$ cat src/rtl/seq_barrel_multiplier.sv
// Sequential shift-add multiplier, WIDTH x WIDTH -> 2*WIDTH, K multiplier bits per cycle.
// Signed operands are reduced to magnitudes on accept. The product sign is applied once, in FIX.
//
// state  | meaning
// -------+-----------------------------------------------------------
// S_IDLE | in_ready high, waiting for in_valid
// S_CALC | add K partial products per cycle into the accumulator
// S_FIX  | apply the product sign and load p
// S_DONE | out_valid high, hold p until out_ready
module seq_barrel_multiplier #(
  parameter int WIDTH      = 8,
  parameter int K          = 1,
  parameter int EARLY_EXIT = 0
) (
  input  logic                 clk,
  input  logic                 rst,
  input  logic                 in_valid,
  output logic                 in_ready,
  input  logic [WIDTH-1:0]     a,
  input  logic [WIDTH-1:0]     b,
  input  logic                 signed_mode,
  output logic                 out_valid,
  input  logic                 out_ready,
  output logic [2*WIDTH-1:0]   p,
  output logic                 busy
);

  localparam int PW = 2 * WIDTH;
  localparam int SW = $clog2(WIDTH + 1);
  localparam logic [SW-1:0] LP_W = SW'(WIDTH);
  localparam logic [SW-1:0] LP_K = SW'(K);

  generate
    if ((K < 1) || (WIDTH < 2) || ((WIDTH % K) != 0)) begin : g_bad_param
      $error("seq_barrel_multiplier: WIDTH must be >= 2 and a multiple of K");
    end
  endgenerate

  typedef enum logic [1:0] {S_IDLE, S_CALC, S_FIX, S_DONE} state_t;

  state_t            r_state;
  logic [PW-1:0]     r_ma;
  logic [WIDTH-1:0]  r_mb;
  logic [PW-1:0]     r_acc;
  logic [SW-1:0]     r_shift;
  logic              r_neg;
  logic [PW-1:0]     r_p;
  logic              r_out_valid;
  logic              r_in_ready;
  logic              r_busy;

  logic [WIDTH-1:0]  w_a_mag;
  logic [WIDTH-1:0]  w_b_mag;
  logic [PW-1:0]     w_pp;
  logic [WIDTH-1:0]  w_mb_nxt;
  logic [SW-1:0]     w_shift_nxt;
  logic              w_calc_end;

  // Magnitudes of the operands; the most negative value maps onto 2^(WIDTH-1), which still fits unsigned.
  always_comb begin
    w_a_mag = (signed_mode && a[WIDTH-1]) ? -a : a;
    w_b_mag = (signed_mode && b[WIDTH-1]) ? -b : b;
  end

  // Sum of the K partial products for this cycle; r_ma is already pre-shifted by the bits consumed so far.
  always_comb begin
    w_pp = '0;
    for (int i = 0; i < K; i++) begin
      if (r_mb[i]) w_pp = w_pp + (r_ma << i);
    end
  end

  // Loop bookkeeping and exit decision for CALC.
  always_comb begin
    w_mb_nxt    = r_mb >> K;
    w_shift_nxt = r_shift + LP_K;
    w_calc_end  = (w_shift_nxt == LP_W) || ((EARLY_EXIT != 0) && (w_mb_nxt == '0));
  end

  // Control FSM with registered handshake outputs and datapath registers.
  always_ff @(posedge clk or posedge rst) begin
    if (rst) begin
      r_state     <= S_IDLE;
      r_ma        <= '0;
      r_mb        <= '0;
      r_acc       <= '0;
      r_shift     <= '0;
      r_neg       <= 1'b0;
      r_p         <= '0;
      r_out_valid <= 1'b0;
      r_in_ready  <= 1'b1;
      r_busy      <= 1'b0;
    end else begin
      case (r_state)
        S_IDLE: begin
          if (in_valid) begin
            r_ma       <= {{WIDTH{1'b0}}, w_a_mag};
            r_mb       <= w_b_mag;
            r_neg      <= signed_mode & (a[WIDTH-1] ^ b[WIDTH-1]);
            r_acc      <= '0;
            r_shift    <= '0;
            r_in_ready <= 1'b0;
            r_busy     <= 1'b1;
            r_state    <= S_CALC;
          end
        end
        S_CALC: begin
          r_acc   <= r_acc + w_pp;
          r_ma    <= r_ma << K;
          r_mb    <= w_mb_nxt;
          r_shift <= w_shift_nxt;
          if (w_calc_end) r_state <= S_FIX;
        end
        S_FIX: begin
          // Negating zero yields zero, so a zero product never picks up a sign.
          r_p         <= r_neg ? -r_acc : r_acc;
          r_out_valid <= 1'b1;
          r_busy      <= 1'b0;
          r_state     <= S_DONE;
        end
        S_DONE: begin
          if (out_ready) begin
            r_out_valid <= 1'b0;
            r_in_ready  <= 1'b1;
            r_state     <= S_IDLE;
          end
        end
        default: r_state <= S_IDLE;
      endcase
    end
  end

  assign in_ready  = r_in_ready;
  assign out_valid = r_out_valid;
  assign p         = r_p;
  assign busy      = r_busy;

endmodule
$ cat config.mk
export PLATFORM = sky130hd
export DESIGN_NAME = seq_barrel_multiplier
export DESIGN_NICKNAME = d
export VERILOG_FILES = /design/src/rtl/seq_barrel_multiplier.sv
export SDC_FILE = /design/constraint.sdc
export NUM_CORES = 1
export LEC_CHECK = 0
export BUFFER_PORTS_ARGS = -buffer_cell sky130_fd_sc_hd__buf_2
export CAP_MARGIN = 0
export CORE_UTILIZATION = 50
export DETAILED_ROUTE_END_ITERATION = 7
export GPL_TIMING_DRIVEN = 0
export PLACE_DENSITY_LB_ADDON = 0.15
export SYNTH_ARGS = -nofsm -noshare
export SYNTH_HDL_FRONTEND = slang
export SYNTH_SLANG_ARGS = --single-unit
export TNS_END_PERCENT = 10
$ cat constraint.sdc
create_clock -name clk -period 2.8 [get_ports clk]
set_clock_uncertainty 0.2 [all_clocks]
set_input_delay 0.56 -clock clk [delete_from_list [all_inputs] [get_ports clk]]
set_output_delay 0.56 -clock clk [all_outputs]
set_load 0.05 [all_outputs]
[After elaboration in Yosys (flattened, before gate mapping)]
Index checks and enable logic that the tools add are counted.
Word-level totals
  bits of input ports: 21
  bits in registers: 66
  logic and storage cells: 60
Cells by class
  reductions and logical operators: 13
  add/sub/neg operators: 5
  equality and inequality tests: 7
  bitwise operators: 2
  multiplexer cells: 23
Operator list (count)
  16-bit 2-to-1 mux: 4
  16-bit one-hot mux with 2 select lines: 2
  8-bit 2-to-1 mux: 3
  16-bit adder: 1
  16-bit negator: 1
  8-bit negator: 2
  8-bit one-hot mux with 2 select lines: 1
  2-bit one-hot mux with 4 select lines: 1
  4-bit one-hot mux with 2 select lines: 1
  2-bit AND reduction: 4
  2-bit nonzero test: 4
  2-bit 2-to-1 mux: 3
  2-bit inequality test (second input constant): 3
  1-bit one-hot mux with 2 select lines: 3
  3-bit AND reduction: 2
  4-bit by 1-bit adder with 4-bit output (second input constant): 1
  2-bit == test (second input constant): 2
  4-bit == test (second input constant): 1
  1-bit 2-to-1 mux: 4
  4-bit 2-to-1 mux: 1
  2-bit by 1-bit == test with 1-bit output (second input constant): 1
  1-bit logical AND: 2
  2-bit zero test: 1
  1-bit AND: 1
  1-bit XOR: 1

[Depth between registers and ports, before layout]
  depth in word-level cells: 4
  mapped depth: 10

[Worst setup path before layout]
OpenSTA, ideal clock, no wires.
  path kind: register to register
  start point: register r_mb[0]
  end point: register r_acc[12]
  arrival: 2217 ps
  slack: 261 ps
  required time: 2478 ps
  clock period less this slack: 2539 ps
  library setup time: 122 ps
  cell stages (with the launch flop): 9
  buffers on the path: 1
  cells stage by stage: dfrtp_1 > clkbuf_1 > and2_1 > ha_1 > a2111o_1 > o211ai_2 > a21oi_2 > or3_1 > a32o_1
Between the ends
  cells in the longest elaborated chain, start to end: 3
Ends and longest elaborated chain
  start, declared: RTL line 43  | logic [WIDTH-1:0] r_mb;
  start signal, assigned: RTL line 98  | r_mb <= w_b_mag;
  start signal, assigned: RTL line 110  | r_mb <= w_mb_nxt;
  16-bit 2-to-1 mux: RTL line 69  | if (r_mb[i]) w_pp = w_pp + (r_ma << i);
  16-bit adder: RTL line 108  | r_acc <= r_acc + w_pp;
  16-bit one-hot mux with 2 select lines: RTL line 94  | case (r_state)
  end signal, assigned: RTL line 108
  end, declared: RTL line 44  | logic [PW-1:0] r_acc;
No other way between the ends.
A chain may end at the register's enable or synchronous reset.

[Final worst setup path]
Same ends and word-level chain as after synthesis.

==> results.yml <==
global_routing:
  grtUsageTotal_pct: 23.8
  grt_max_degree: 36
  grt_pass1_vias: 3389
  grt_pass1_wl_um: 15700
  grt_antenna_before_repair: 0
  gr-total-overflow: 0
power:
  power_leakage_nw: 2.16
  power_frac_seq_pct: 31.7
  swShare_pct: 49.4
  intPower_w: 0.00264
  power_frac_clock_pct: 15.3
  power_density_nw_per_um2: 1130
  power_frac_comb_pct: 53.0
  ir_worst_vdd_v: 0.000386
  p_switching_w: 0.00258
die:
  die_x_um: 91.9
  core_area_um2: 7770
  io_pins: 40
  dieHeight_um: 91.9
  initial_core_util_pct: 52.1
  rows: 32
  dieArea_um2: 8450
clock_tree:
  path_clk_slew_ns: 0.07
  numCtsBuffers: 9
  cts_max_level: 3
  clk_path_buf_depth: 2
  cts_tree: "done"
  ctsRootBufferMaster: "clkbuf_8"
  cts_num_sinks: 66
  clock_latency_ns: 0.35
logic_synthesis:
  yosys.area.top_type_share_pct: 40.2
  ys_async_sr_fraction_pct: 100
  syn-num-nets: 510
  avgSynthCellArea_um2: 8.70
  ys.flop_type: "dfrtp_1"
  synth_area_leaders: "dfrtp_1 40%, ha_1 7.1%, a21oi_1 6.8%"
  yosys_register_bits: 66
  synthTopCellsByCount: "65 x dfrtp_1, 57 x nand2_1, 55 x a21oi_1, 50 x o21ai_0, 38 x nor2_1"
  syn-cell-area_um2: 4050
  syn_inst: 465
  ys_seq_area_share_pct: 40.9
  ys_types: 50
  yosysTopAreaCell: "dfrtp_1"
  synth.most_common_cell: "dfrtp_1"
  yosysWarnings: 0
  synth_edf_count: 0
layout:
  drive_gt1_share_pct: 14.1
  fin_area_um2: 4620
  final_util_pct: 59.5
  fillCellCount: 708
  area_growth_syn_to_layout_pct: 14.2
  diodes: 0
  fin_nets: 563
timing:
  max_slew_margin_pct: 51.3
  setup_violations: 0
  fmax_mhz: 369
  maxSlewViolCount: 0
  period_share_pct: 96.7
  rsz0062_at_grt: "true"
  final_hold_viol_count: 0
  worst_pin_slew_ns: 0.730
  fin_crit_ns: 2.71
critical_path:
  crit_required_ns: 2.84
  crit_arrival_ns: 2.74
  setup.worst_path.end_class: "flip-flop"
  r2r_start: "r_mb[0]"
  setup.worst_path.class: "flip-flop to flip-flop"
  critPathLaunch: "r_mb[0]"
  cp_max_fo: 10
  worst_setup_path_start_kind: "flip-flop"
detailed_routing:
  first_iter_violations: 153
  vias_per_cell: 5.54
  vias: 3461
  ant_nets: 0
  route.detailed.wl_per_inst_um: 14.9
  drc: 0
  dr.pass1.iters: 4
  routed_wirelength_um: 9290
worst_hold_path:
  hp-class: "primary input to async pin"
run_status:
  status: "completed"
placed_design:
  hpwl_um: 6890
  gp_congestion: 0.930
  place_area_um2: 4390
  io_buffers: 39
run:
  drv_cap: 0
-- through the flow --
step                worst slack, ns  TNS, ns  total power [W]  instances  hold slack, ns
floorplan                     0.261        0          0.00367        465           0.250
global placement             -0.417   -26.79          0.00430        606           0.262
detailed placement           -0.106   -0.150          0.00438        607           0.271
CTS                         0.00597        0          0.00520        623           0.142
global route                -0.0108  -0.0200          0.00563        625           0.196
finish                       0.0931        0          0.00521        625           0.126
-- layout make-up --
cell class | instances | area (um^2) | area share (%)
inverter | 19 | 71.3 | 1.54
clock inverter | 5 | 55.1 | 1.19
sequential | 66 | 1650 | 35.8
tap | 102 | 128 | 2.76
multi-input combinational | 362 | 2270 | 49.2
buffer | 18 | 68.8 | 1.49
timing repair buffer | 42 | 230 | 4.98
clock buffer | 11 | 141 | 3.06
-- repair_timing --
action | in CTS | in global routing
endpoints found under the setup margin | 2 | 22
pin swaps | 1 | 3
gates resized for setup | 1 | 6
hold buffers | 0 | 0
setup buffers | 0 | 2
-- flip-flops by register name, indices dropped and copies added, names as in the netlist --
signal / count
busy: 1
r_ma: 16
p: 16
r_state: 2
r_acc: 16
r_shift: 4
out_valid: 1
r_neg: 1
in_ready: 1
r_mb: 8
-- worst paths after layout --
kind	endpoint	slack, ns	cells past startpoint
max in group asynchronous	r_mb[0]	1.63	3
min reg2reg	busy	0.28	2
min in group clk	out_valid	0.21	2
max reg2reg	r_acc[12]	0.09	8
min	p[1]	0.13	2
max	r_acc[12]	0.09	8
-- layout by cell type (no fill, tap or decap), types with 2 or more instances in the layout --
master,netlist,layout
o21a_1,2,2
a21oi_2,1,2
clkbuf_1,16,16
a21oi_1,55,54
o31ai_1,7,7
a22o_1,11,11
clkinvlp_4,0,2
nand3_1,10,10
buf_4,0,2
xor2_1,19,19
nand2b_1,5,5
clkbuf_8,0,10
a21o_1,3,3
mux2i_1,3,3
nor4_1,2,2
inv_1,19,18
nor3_1,8,8
and3_1,3,3
o21ai_0,50,49
dfrtp_1,65,64
and2_1,16,16
clkinv_2,0,2
buf_2,0,40
buf_1,2,2
xnor2_1,10,10
nor2_1,38,38
nand2_1,57,56
a32o_1,2,2
ha_1,23,22
o211ai_1,2,2
o211ai_2,2,2
nor3b_1,2,2
a31oi_1,2,2
a211oi_1,3,3
or3_1,7,7
-- routing by layer --
| layer | up-vias | wire [um] | global-route usage, % |
|---|---|---|---|
| li1 | 1759 | - | - |
| met1 | 1621 | 4310 | 29.4 |
| met2 | 66 | 4510 | 40.7 |
| met3 | 15 | 340 | 4.98 |
| met4 | 0 | 132 | 8.98 |
| met5 | - | 0 | 0 |
-- kinds of logic (layout without fill, tap and decap cells) --
family | after synthesis | in the layout | share of synthesized area (%)
AO/OA/AOI/OAI | 150 | 150 | 22.7
XOR/XNOR | 29 | 29 | 6.28
adder cells (fa/ha/maj) | 24 | 24 | 7.61
buffers and inverters | 37 | 95 | 3.43
flip-flops | 66 | 66 | 40.9
multiplexers | 4 | 4 | 1.02
AND/OR/NAND/NOR | 155 | 155 | 18.1
-- power groups by stage --
stage               clock network (W)  logic, W  registers (W)
floorplan                           0   0.00160        0.00207
global route                 0.000851   0.00307        0.00171
global placement                    0   0.00265        0.00165
detailed placement                  0   0.00272        0.00166
CTS                          0.000816   0.00274        0.00165
finish                       0.000797   0.00276        0.00165
-- worst max-delay path: stages (launching register included) --
cell      delay, ns
dfrtp_2        0.44
buf_2          0.18
and2_1         0.17
ha_4           0.24
a2111o_1       0.45
o211ai_2       0.25
a21oi_2        0.09
or3_1          0.31
a32o_1         0.25
(Power assumes the default switching activity.)
